===== src/rtl/mips_defs_pkg.sv =====
// -----------------------------------------------------------------------------
// mips_defs : shared definitions for the five-stage MIPS pipeline front end.
//
// Contents
//   - npc_sel_e      : next-PC source encodings driven by the ID controller
//   - PC_RESET_DEFAULT / IM_WORDS_DEFAULT : default fetch-unit configuration
//   - EXC_ADEL / EXC_NONE : exception codes carried down the pipe
//   - word/half byte sizes and the all-zero bubble instruction
//   - ifid_t         : IF/ID pipeline register contents
//   - sign_ext16()   : 16-to-32 bit sign extension for branch offsets
// -----------------------------------------------------------------------------
package mips_defs;

    localparam logic [31:0] PC_RESET_DEFAULT = 32'h0000_3000;
    localparam int          IM_WORDS_DEFAULT = 4096;

    typedef enum logic [1:0] {
        NPC_PC4 = 2'b00,
        NPC_BR  = 2'b01,
        NPC_J   = 2'b10,
        NPC_JR  = 2'b11
    } npc_sel_e;

    localparam logic [4:0]  EXC_NONE   = 5'd0;
    localparam logic [4:0]  EXC_ADEL   = 5'd4;

    localparam logic [31:0] WORD_BYTES = 32'd4;
    localparam logic [31:0] HALF_BYTES = 32'd2;
    localparam logic [31:0] INSTR_NOP  = 32'h0000_0000;

    typedef struct packed {
        logic [31:0] instr;
        logic [31:0] pc;
        logic        valid;
    } ifid_t;

    function automatic logic [31:0] sign_ext16(input logic [15:0] v);
        return {{16{v[15]}}, v};
    endfunction

endpackage


===== src/rtl/npc_calc.sv =====
// -----------------------------------------------------------------------------
// npc_calc : combinational next-PC selection for the fetch stage.
//
// Ports
//   pc_i         in  32  current fetch PC (source of the sequential PC+4)
//   id_pc_i      in  32  PC of the instruction held in ID
//   id_index_i   in  26  index/immediate field of the ID instruction
//   id_valid_i   in   1  ID holds a real instruction; bubbles force PC+4
//   npc_sel_i    in   2  next-PC source (see mips_defs::npc_sel_e)
//   br_taken_i   in   1  branch condition, only meaningful for NPC_BR
//   jr_target_i  in  32  register target for jr/jalr, used unmodified
//   npc_o        out 32  selected next PC
// -----------------------------------------------------------------------------
module npc_calc
    import mips_defs::*;
(
    input  logic [31:0] pc_i,
    input  logic [31:0] id_pc_i,
    input  logic [25:0] id_index_i,
    input  logic        id_valid_i,
    input  logic [1:0]  npc_sel_i,
    input  logic        br_taken_i,
    input  logic [31:0] jr_target_i,
    output logic [31:0] npc_o
);

    logic [31:0] seq_pc;
    logic [31:0] id_pc4;
    logic [31:0] br_target;
    logic [31:0] j_target;

    // Plain 32-bit adders: 0xFFFF_FFFC + 4 wraps to 0 by design.
    assign seq_pc    = pc_i + WORD_BYTES;
    assign id_pc4    = id_pc_i + WORD_BYTES;
    // Branch and jump targets are relative to the delay slot (id_pc + 4).
    assign br_target = id_pc4 + (sign_ext16(id_index_i[15:0]) << 2);
    assign j_target  = {id_pc4[31:28], id_index_i, 2'b00};

    always_comb begin
        // NOTE: every output of a combinational block gets a default first so
        // no path leaves it unassigned, which would infer a latch.
        npc_o = seq_pc;
        if (id_valid_i) begin
            case (npc_sel_e'(npc_sel_i))
                NPC_BR:  if (br_taken_i) npc_o = br_target;
                NPC_J:   npc_o = j_target;
                NPC_JR:  npc_o = jr_target_i;
                default: npc_o = seq_pc;
            endcase
        end
    end

endmodule


===== src/rtl/fetch_unit.sv =====
// -----------------------------------------------------------------------------
// fetch_unit : instruction-fetch stage of the five-stage MIPS pipeline.
//
// Holds the PC, drives the word address into instruction memory, captures the
// returned word into the IF/ID register and advances the PC from the
// instruction in ID (branches have a delay slot; nothing is squashed).
//
// Parameters
//   PC_RESET  PC after reset and base address of instruction memory
//   IM_WORDS  instruction memory depth in words
//
// Ports
//   clk        in   1   rising-edge clock
//   reset      in   1   asynchronous, active-high reset
//   stall      in   1   freezes PC and IF/ID
//   flush      in   1   loads a bubble into IF/ID
//   npc_sel    in   2   next-PC source from the ID controller
//   br_taken   in   1   branch condition for npc_sel = branch
//   jr_target  in  32   forwarded rs value for jr/jalr
//   im_addr    out AW   word address into instruction memory (modulo IM_WORDS)
//   im_data    in  32   instruction word, combinational on im_addr
//   if_pc      out 32   current fetch PC
//   id_instr   out 32   instruction in ID
//   id_pc      out 32   PC of instruction in ID
//   id_pc8     out 32   id_pc + 8, link value for jal/jalr
//   id_valid   out  1   ID holds a real instruction
//   id_exc     out  5   exception code in ID (only with FETCH_ADDR_EXC_EN)
//
// Build option
//   FETCH_ADDR_EXC_EN : flags misaligned or out-of-range fetch PCs as AdEL.
// -----------------------------------------------------------------------------
module fetch_unit
    import mips_defs::*;
#(
    parameter logic [31:0] PC_RESET = PC_RESET_DEFAULT,
    parameter int          IM_WORDS = IM_WORDS_DEFAULT
) (
    input  logic                        clk,
    input  logic                        reset,
    input  logic                        stall,
    input  logic                        flush,
    input  logic [1:0]                  npc_sel,
    input  logic                        br_taken,
    input  logic [31:0]                 jr_target,
    output logic [$clog2(IM_WORDS)-1:0] im_addr,
    input  logic [31:0]                 im_data,
    output logic [31:0]                 if_pc,
    output logic [31:0]                 id_instr,
    output logic [31:0]                 id_pc,
    output logic [31:0]                 id_pc8,
    output logic                        id_valid
`ifdef FETCH_ADDR_EXC_EN
    ,
    output logic [4:0]                  id_exc
`endif
);

    localparam int AW = $clog2(IM_WORDS);

    logic [31:0] pc_q, pc_d;
    ifid_t       ifid_q, ifid_d;
    logic [31:0] npc;

`ifdef FETCH_ADDR_EXC_EN
    localparam logic [32:0] IM_BYTES = 33'(IM_WORDS) << 2;

    logic [4:0]  exc_q, exc_d;
    logic [31:0] pc_off;
    logic        fetch_fault;

    // A PC below PC_RESET wraps to a huge offset, so one unsigned compare
    // covers both ends of the window.
    assign pc_off      = pc_q - PC_RESET;
    assign fetch_fault = (pc_q[1:0] != 2'b00) || ({1'b0, pc_off} >= IM_BYTES);
    assign id_exc      = exc_q;
`endif

    npc_calc u_npc_calc (
        .pc_i        (pc_q),
        .id_pc_i     (ifid_q.pc),
        .id_index_i  (ifid_q.instr[25:0]),
        .id_valid_i  (ifid_q.valid),
        .npc_sel_i   (npc_sel),
        .br_taken_i  (br_taken),
        .jr_target_i (jr_target),
        .npc_o       (npc)
    );

    always_comb begin
        pc_d   = pc_q;
        ifid_d = ifid_q;
`ifdef FETCH_ADDR_EXC_EN
        exc_d  = exc_q;
`endif
        if (!stall) begin
            pc_d = npc;
        end

        // flush wins over stall for IF/ID; a bubble keeps the old id_pc.
        if (flush) begin
            ifid_d.instr = INSTR_NOP;
            ifid_d.valid = 1'b0;
`ifdef FETCH_ADDR_EXC_EN
            exc_d        = EXC_NONE;
`endif
        end else if (!stall) begin
            ifid_d.instr = im_data;
            ifid_d.pc    = pc_q;
            ifid_d.valid = 1'b1;
`ifdef FETCH_ADDR_EXC_EN
            exc_d        = EXC_NONE;
            if (fetch_fault) begin
                ifid_d.instr = INSTR_NOP;
                exc_d        = EXC_ADEL;
            end
`endif
        end
    end

    always_ff @(posedge clk or posedge reset) begin
        if (reset) begin
            pc_q         <= PC_RESET;
            ifid_q.instr <= INSTR_NOP;
            ifid_q.pc    <= PC_RESET;
            ifid_q.valid <= 1'b0;
`ifdef FETCH_ADDR_EXC_EN
            exc_q        <= EXC_NONE;
`endif
        end else begin
            // NOTE: registers are updated with non-blocking assignments so
            // every flop samples the pre-edge values regardless of order.
            pc_q   <= pc_d;
            ifid_q <= ifid_d;
`ifdef FETCH_ADDR_EXC_EN
            exc_q  <= exc_d;
`endif
        end
    end

    // Word offset from the memory base, truncated to the memory depth.
    assign im_addr  = AW'((pc_q - PC_RESET) >> 2);
    assign if_pc    = pc_q;
    assign id_instr = ifid_q.instr;
    assign id_pc    = ifid_q.pc;
    assign id_pc8   = ifid_q.pc + (WORD_BYTES << 1);
    assign id_valid = ifid_q.valid;

endmodule


===== config.mk =====
export PLATFORM = sky130hd
export DESIGN_NAME = fetch_unit
export DESIGN_NICKNAME = d
export VERILOG_FILES = /design/src/rtl/mips_defs_pkg.sv /design/src/rtl/npc_calc.sv /design/src/rtl/fetch_unit.sv
export SDC_FILE = /design/constraint.sdc
export NUM_CORES = 1
export LEC_CHECK = 0
export BUFFER_PORTS_ARGS = -buffer_cell sky130_fd_sc_hd__buf_2
export CORE_ASPECT_RATIO = 0.75
export CORE_MARGIN = 5
export CORE_UTILIZATION = 50
export CTS_BUF_LIST = sky130_fd_sc_hd__clkbuf_8
export DETAILED_ROUTE_END_ITERATION = 7
export HOLD_SLACK_MARGIN = 0.03
export PLACE_DENSITY = 0.76
export SLEW_MARGIN = 20
export SYNTH_ARGS = -nofsm -noshare
export SYNTH_HDL_FRONTEND = slang
export SYNTH_SLANG_ARGS = --single-unit

===== constraint.sdc =====
create_clock -name clk -period 5.4 [get_ports clk]
set_clock_uncertainty 0.15 [all_clocks]
set_input_delay 0.54 -clock clk [delete_from_list [all_inputs] [get_ports clk]]
set_output_delay 0.54 -clock clk [all_outputs]
set_load 0.05 [all_outputs]

==> impl_metrics.json, run 1 <==
{
  "status": "complete, no violations",
  "cts_tree": "yes",
  "setup_violations": 0,
  "place_area_um2": 8994,
  "ctsHoldBuffers": 0,
  "numCtsBuffers": 9,
  "crit_arrival_ns": 4.66,
  "power.density_nw_per_um2": 429.7,
  "synth_top_area_share_pct": 29.44,
  "core-area_um2": 15370,
  "synth_area_um2": 7904,
  "vias": 7990,
  "crit_chain": "ha_1 > and3_1 > and3_1 > and2_1 > and3_1 > and2_1 > nand4_1 > xnor2_1 > ha_1 > and3_1 > nand2_1 > o31a_1 > o311ai_0 > nor3b_1 > nor4_1",
  "tightest_slew_ns": 1.057,
  "cts_root_buf": "clkbuf_8",
  "reg2reg_slack_ns": 0.86,
  "synth_largest_area_cell": "dfrtp_1",
  "grt_usage_pct": 28.18,
  "maxCapViolations": 0,
  "multi_input_area_um2": 5120,
  "dieHeight_um": 118.9,
  "critPathMaxFanout": 9,
  "leakagePower_uw": 0.004479,
  "relSlewSlack_pct": 29.46,
  "wl_per_cell_um": 20.13,
  "avgSynthCellArea_um2": 8.408,
  "regArea_um2": 2432,
  "synth_edf_count": 0,
  "syn-num-nets": 1049,
  "fmax_mhz": 220.4,
  "viasPerCell": 6.076,
  "synth_seq_cells": 97,
  "drcViolationCount": 0,
  "pin_count": 212,
  "end_kind": "flop",
  "layout.nets": 1214,
  "cts_resized": 0,
  "drive_above_1_share_pct": 26.13,
  "final_cell_mix": "buf_2, nor2_1, dfrtp_1",
  "synth_area_leaders": "dfrtp_1, mux2_2, ha_1",
  "power.total_uw": 3955,
  "mostFrequentLayoutCell": "buf_2",
  "hold_class": "input pin to async pin",
  "crit_path_frequent_cell": "and3_1",
  "critPathBufInv": 0,
  "dp_hpwl_mm": 19.94,
  "grt-ovfl-total": 0,
  "worstPathRequired_ns": 5.52,
  "grt_pass1_vias": 7346,
  "slowest_stage": "dfrtp_1",
  "fin_area_um2": 9205,
  "rows": 39,
  "path_clk_slew_ns": 0.10,
  "fillers": 1392,
  "slowest_delay_ns": 0.51,
  "routed_wl_mm": 26.47,
  "area_delta_synth_final_pct": 16.46,
  "die_area_um2": 18450,
  "ys_async_sr_fraction_pct": 100.0,
  "antenna_found_initial": 0,
  "clk_latency_ns": 0.38,
  "initial_utilization_pct": 51.42,
  "hold_viol": 0,
  "critical_path_class": "flop to flop",
  "firstDrtPassIters": 5,
  "grt_max_degree": 59,
  "yosysSeqAreaShare_pct": 30.77,
  "cts.sinks": 97,
  "peakVddDrop_uv": 224.1,
  "synth_ff_type": "dfrtp_1",
  "initialDrtViolationCount": 869,
  "fin_crit_sh_pct": 84.02,
  "htreeDepth": 3,
  "place_congestion": 0.9889,
  "start_kind": "flop",
  "period_needed_ns": 4.537,
  "rsz0062_at_grt": "false",
  "tns_ns": 0,
  "clk_path_buf_depth": 2,
  "io_buffer_count": 211,
  "diodes": 0,
  "synthCells": 940,
  "grt_pass1_wl_mm": 41.83,
  "antenna_left": 0,
  "crit_family": "simple AND/OR/NAND/NOR gates",
  "ys_types": 64,
  "cts_setup_buffers": 0,
  "final_max_slew_viol_count": 0,
  "floorplan.die.width_um": 155.2,
  "synth_warnings": 0
}
[sequential cells by signal, indices dropped and copies added (netlist names)]
signal and cells:
id_instr 32, id_pc 32, id_valid 1, if_pc 32
[logic make-up (layout without fill, tap and decap cells)]
group / count (synthesis) / after routing / share of synthesized area, %
AOI/OAI and AO/OA: 224 / 224 / 18.16
xor gates and xnor gates: 84 / 84 / 9.308
adders and majority gates: 38 / 38 / 6.110
buffers and inverters: 81 / 251 / 4.511
DFF: 97 / 97 / 30.77
muxes: 84 / 84 / 11.35
and+or+nand+nor: 332 / 332 / 19.79
[synthesized netlist by cell type (5+ instances only)]
cell type,number
buf_4,13
nor2_1,100
a211oi_1,5
nor4_1,8
a21o_1,16
mux2i_1,39
nand2_1,92
dfrtp_1,93
o21a_1,5
clkbuf_1,43
a31oi_1,7
xnor2_1,50
mux2_2,45
o21bai_1,6
nand2b_1,5
inv_1,15
ha_1,37
nand4_1,18
o21ai_0,58
o31ai_1,11
buf_1,7
nand3_1,39
a22oi_1,12
and2_1,6
nor2b_1,8
nor3_1,20
a221oi_1,6
a21oi_1,55
o22ai_1,6
and4_1,5
and3_1,18
xor2_1,34
[routing by layer]
| layer | up-vias | share of wire (%) | global-route usage [%] |
|---|---|---|---|
| li1 | 3722 | - | - |
| met1 | 3778 | 47 | 44.33 |
| met2 | 470 | 40 | 38.68 |
| met3 | 20 | 13 | 8.231 |
| met4 | 0 | 0.90 | 4.483 |
| met5 | - | 0 | 0 |
[report_power, final]
part           leakage [uW]  internal, uW  total [uW]  switching, uW
clock              0.000114           258         538            280
sequential          0.00122           873        1220            344
combinational       0.00315           638        2200           1560
[final cells by class]
| type | count | area share (%) |
|---|---|---|
| multi-input combinational | 762 | 55.62 |
| sequential | 97 | 26.42 |
| timing repair buffer | 220 | 12.23 |
| tap | 205 | 2.786 |
| clock buffer | 9 | 1.346 |
| clock inverter | 7 | 0.9515 |
| inverter | 15 | 0.6388 |
[worst paths after layout]
path                              startpoint      endpoint  cells after the start
worst max-delay path                id_pc[4]     if_pc[30]                     15
worst min-delay path                   reset  id_instr[29]                      2
worst max register to register      id_pc[4]     if_pc[30]                     15
worst min register to register  id_instr[28]  id_instr[28]                      2
max in group asynchronous              reset     id_pc[26]                      3
min in group clk                  im_data[6]   id_instr[6]                      3
[per-stage QoR]
stage          utilization (%)  std cells  hold slack (ns)  setup WS (ns)
2_1_floorplan                -        940           0.4787          1.215
3_3_place_gp             58.51       1299           0.3502          1.197
3_5_place_dp             58.51       1299           0.3647         0.9456
4_1_cts                  59.89       1315          0.05661         0.9269
5_1_grt                  59.89       1315          0.08322         0.5262
6_report                 59.89       1315          0.05135         0.8629
No activity file was read; power rests on OpenSTA's default activity.
==> inputs of run 2 (changes only) <==
- ABC_AREA: default -> 1
- PLACE_DENSITY: 0.76 -> 0.75
- clock period: 5.4 -> 4.4 ns (I/O delays scaled with it)
==> impl_metrics.json, run 2 <==
{
  "firstDrtPassIters": 8,
  "status": "complete, no violations",
  "yosysMostFrequentCell": "nand2_1",
  "place_congestion": 1.089,
  "multi_input_area_um2": 5324,
  "power_switching_uw": 2586,
  "regArea_um2": 2432,
  "tightest_slew_ns": 0.9852,
  "drcViolationCount": 0,
  "initialDrtViolationCount": 1425,
  "dp_hpwl_mm": 30.59,
  "numPlacedInstances": 1765,
  "antenna_found_initial": 1,
  "routed_wl_mm": 38.30,
  "maxCapViolations": 0,
  "final_max_slew_viol_count": 0,
  "die_area_um2": 20290,
  "drive_above_1_share_pct": 20.13,
  "cts_tree": "yes",
  "start_kind": "flop",
  "clk_latency_ns": 0.42,
  "final_cell_mix": "nand2_1, buf_2, inv_1",
  "initial_utilization_pct": 51.41,
  "vias": 10200,
  "avgSynthCellArea_um2": 6.462,
  "htreeDepth": 3,
  "floorplan.die.width_um": 162.8,
  "setup_violations": 0,
  "ctsHoldBuffers": 0,
  "hold_ws_ns": 0.06613,
  "grt-ovfl-total": 0,
  "synth_largest_area_cell": "dfrtp_1",
  "fin_crit_sh_pct": 92.30,
  "fin_area_um2": 10190,
  "critPathMaxFanout": 5,
  "critPathBufInv": 2,
  "numCtsBuffers": 9,
  "synth_edf_count": 0,
  "crit_family": "simple AND/OR/NAND/NOR gates",
  "grt_pass1_vias": 9539,
  "hold_class": "input pin to flop",
  "power.density_nw_per_um2": 440.6,
  "pwr-share-comb_pct": 55.2,
  "synthCells": 1355,
  "synth_seq_cells": 97,
  "synth_top_area_share_pct": 26.58,
  "swShare_pct": 57.62,
  "final_cell_count_no_fill": 1781,
  "yosys-top-cells-count": "nand2_1, inv_1, o21ai_0",
  "cts_root_buf": "clkbuf_8",
  "ys_async_sr_fraction_pct": 100.0,
  "mostFrequentLayoutCell": "nand2_1",
  "pwr-share-seq_pct": 29.2,
  "tns_ns": 0,
  "cp.depth": 20,
  "reg2reg_depth": 20,
  "relSlewSlack_pct": 34.32,
  "layout.nets": 1649,
  "clk_path_buf_depth": 2,
  "io_buffer_count": 211,
  "intPower_uw": 1902,
  "antenna_left": 0,
  "fmax_mhz": 246.2,
  "path_clk_slew_ns": 0.12,
  "yosysSeqAreaShare_pct": 27.78,
  "hold_depth": 3,
  "ys_types": 48,
  "synth_area_um2": 8756,
  "core-area_um2": 17030,
  "hold_viol": 0,
  "cts.sinks": 97,
  "crit_chain": "ha_1 > nand3_1 > nor2_1 > inv_1 > nor2_1 > inv_1 > nor3_2 > nand2_1 > xor2_1 > ha_1 > a21oi_1 > nand2_1 > a21oi_1 > nand2_1 > a21oi_1 > nand2_1 > nand3_1 > nand2_1 > nand2_1 > a21oi_2",
  "critical_path_class": "flop to flop",
  "wl_per_cell_um": 21.51,
  "worstPathRequired_ns": 4.57,
  "end_kind": "flop",
  "period_needed_ns": 4.061,
  "grt_max_degree": 84,
  "pin_count": 212,
  "synth_warnings": 0,
  "synth_ff_type": "dfrtp_1",
  "syn-num-nets": 1464,
  "p_clk_share_pct": 15.6,
  "rows": 41,
  "grt_usage_pct": 37.03,
  "fillers": 1725,
  "slowest_delay_ns": 0.46,
  "leakagePower_uw": 0.005198,
  "cts_setup_buffers": 0,
  "cts_resized": 0,
  "slowest_stage": "dfrtp_1",
  "rsz0062_at_grt": "false",
  "viasPerCell": 5.728,
  "diodes": 0,
  "crit_path_frequent_cell": "nand2_1",
  "synth_area_leaders": "dfrtp_1, nand2_1, inv_1",
  "dieHeight_um": 124.6,
  "crit_arrival_ns": 4.23,
  "place_area_um2": 9951,
  "grt_pass1_wl_mm": 57.40,
  "peakVddDrop_uv": 336.0,
  "area_delta_synth_final_pct": 16.35
}
[run 2: final cells by class]
type	instances	area share [%]
sequential	97	23.88
inverter	200	7.394
tap	236	2.899
timing repair buffer	223	11.25
clock inverter	7	1.105
clock buffer	9	1.216
multi-input combinational	1009	52.26
[run 2: metrics by stage]
stage | power [uW] | setup WS (ns) | utilization, %
after floorplan | 3036 | 0.4844 | -
after global placement | 3738 | 0.5617 | 58.43
after detailed placement | 3745 | 0.4905 | 58.43
after CTS | 4441 | 0.4635 | 59.81
after global routing | 4692 | 0.1215 | 59.81
final | 4488 | 0.3388 | 59.81
[run 2: worst min-delay path, stage by stage]
cell and delay [ns]:
buf_2 0.07, nand2_1 0.04, o21ai_0 0.05
[run 2: layer usage]
layer | GRT usage (%) | part of all wire [%] | up-vias
met5 | 0 | 0.034 | -
met4 | 11.05 | 2.9 | 2
met3 | 11.94 | 14 | 62
met2 | 53.39 | 41 | 702
met1 | 52.77 | 42 | 4731
li1 | - | - | 4705
[run 2: power groups by stage]
stage | Clock, uW | Sequential (uW) | Combinational (uW)
finish | 702 | 1310 | 2480
global route | 732 | 1330 | 2630
CTS | 704 | 1300 | 2440
detailed placement | 0 | 1310 | 2430
global placement | 0 | 1310 | 2430
floorplan | 0 | 1700 | 1330
[run 2: cells by family (layout without fill, tap and decap cells)]
group | Yosys count | count (layout) | share of synthesized area [%]
compound gates | 230 | 230 | 14.63
xor+xnor | 62 | 62 | 6.202
fa+ha+maj | 38 | 38 | 5.516
buf+inv | 249 | 439 | 11.50
flops | 97 | 97 | 27.78
simple gates | 679 | 679 | 34.37
[run 2: path summary, 6_finish.rpt]
check	startpoint	end	slack (ns)
max in group asynchronous	reset	id_pc[12]	3.04
worst min register to register	if_pc[0]	id_pc[0]	0.38
worst min-delay path	im_data[2]	id_instr[2]	0.07
min in group asynchronous	reset	id_instr[21]	0.08
worst max register to register	id_pc[3]	if_pc[31]	0.34
worst max-delay path	id_pc[3]	if_pc[31]	0.34
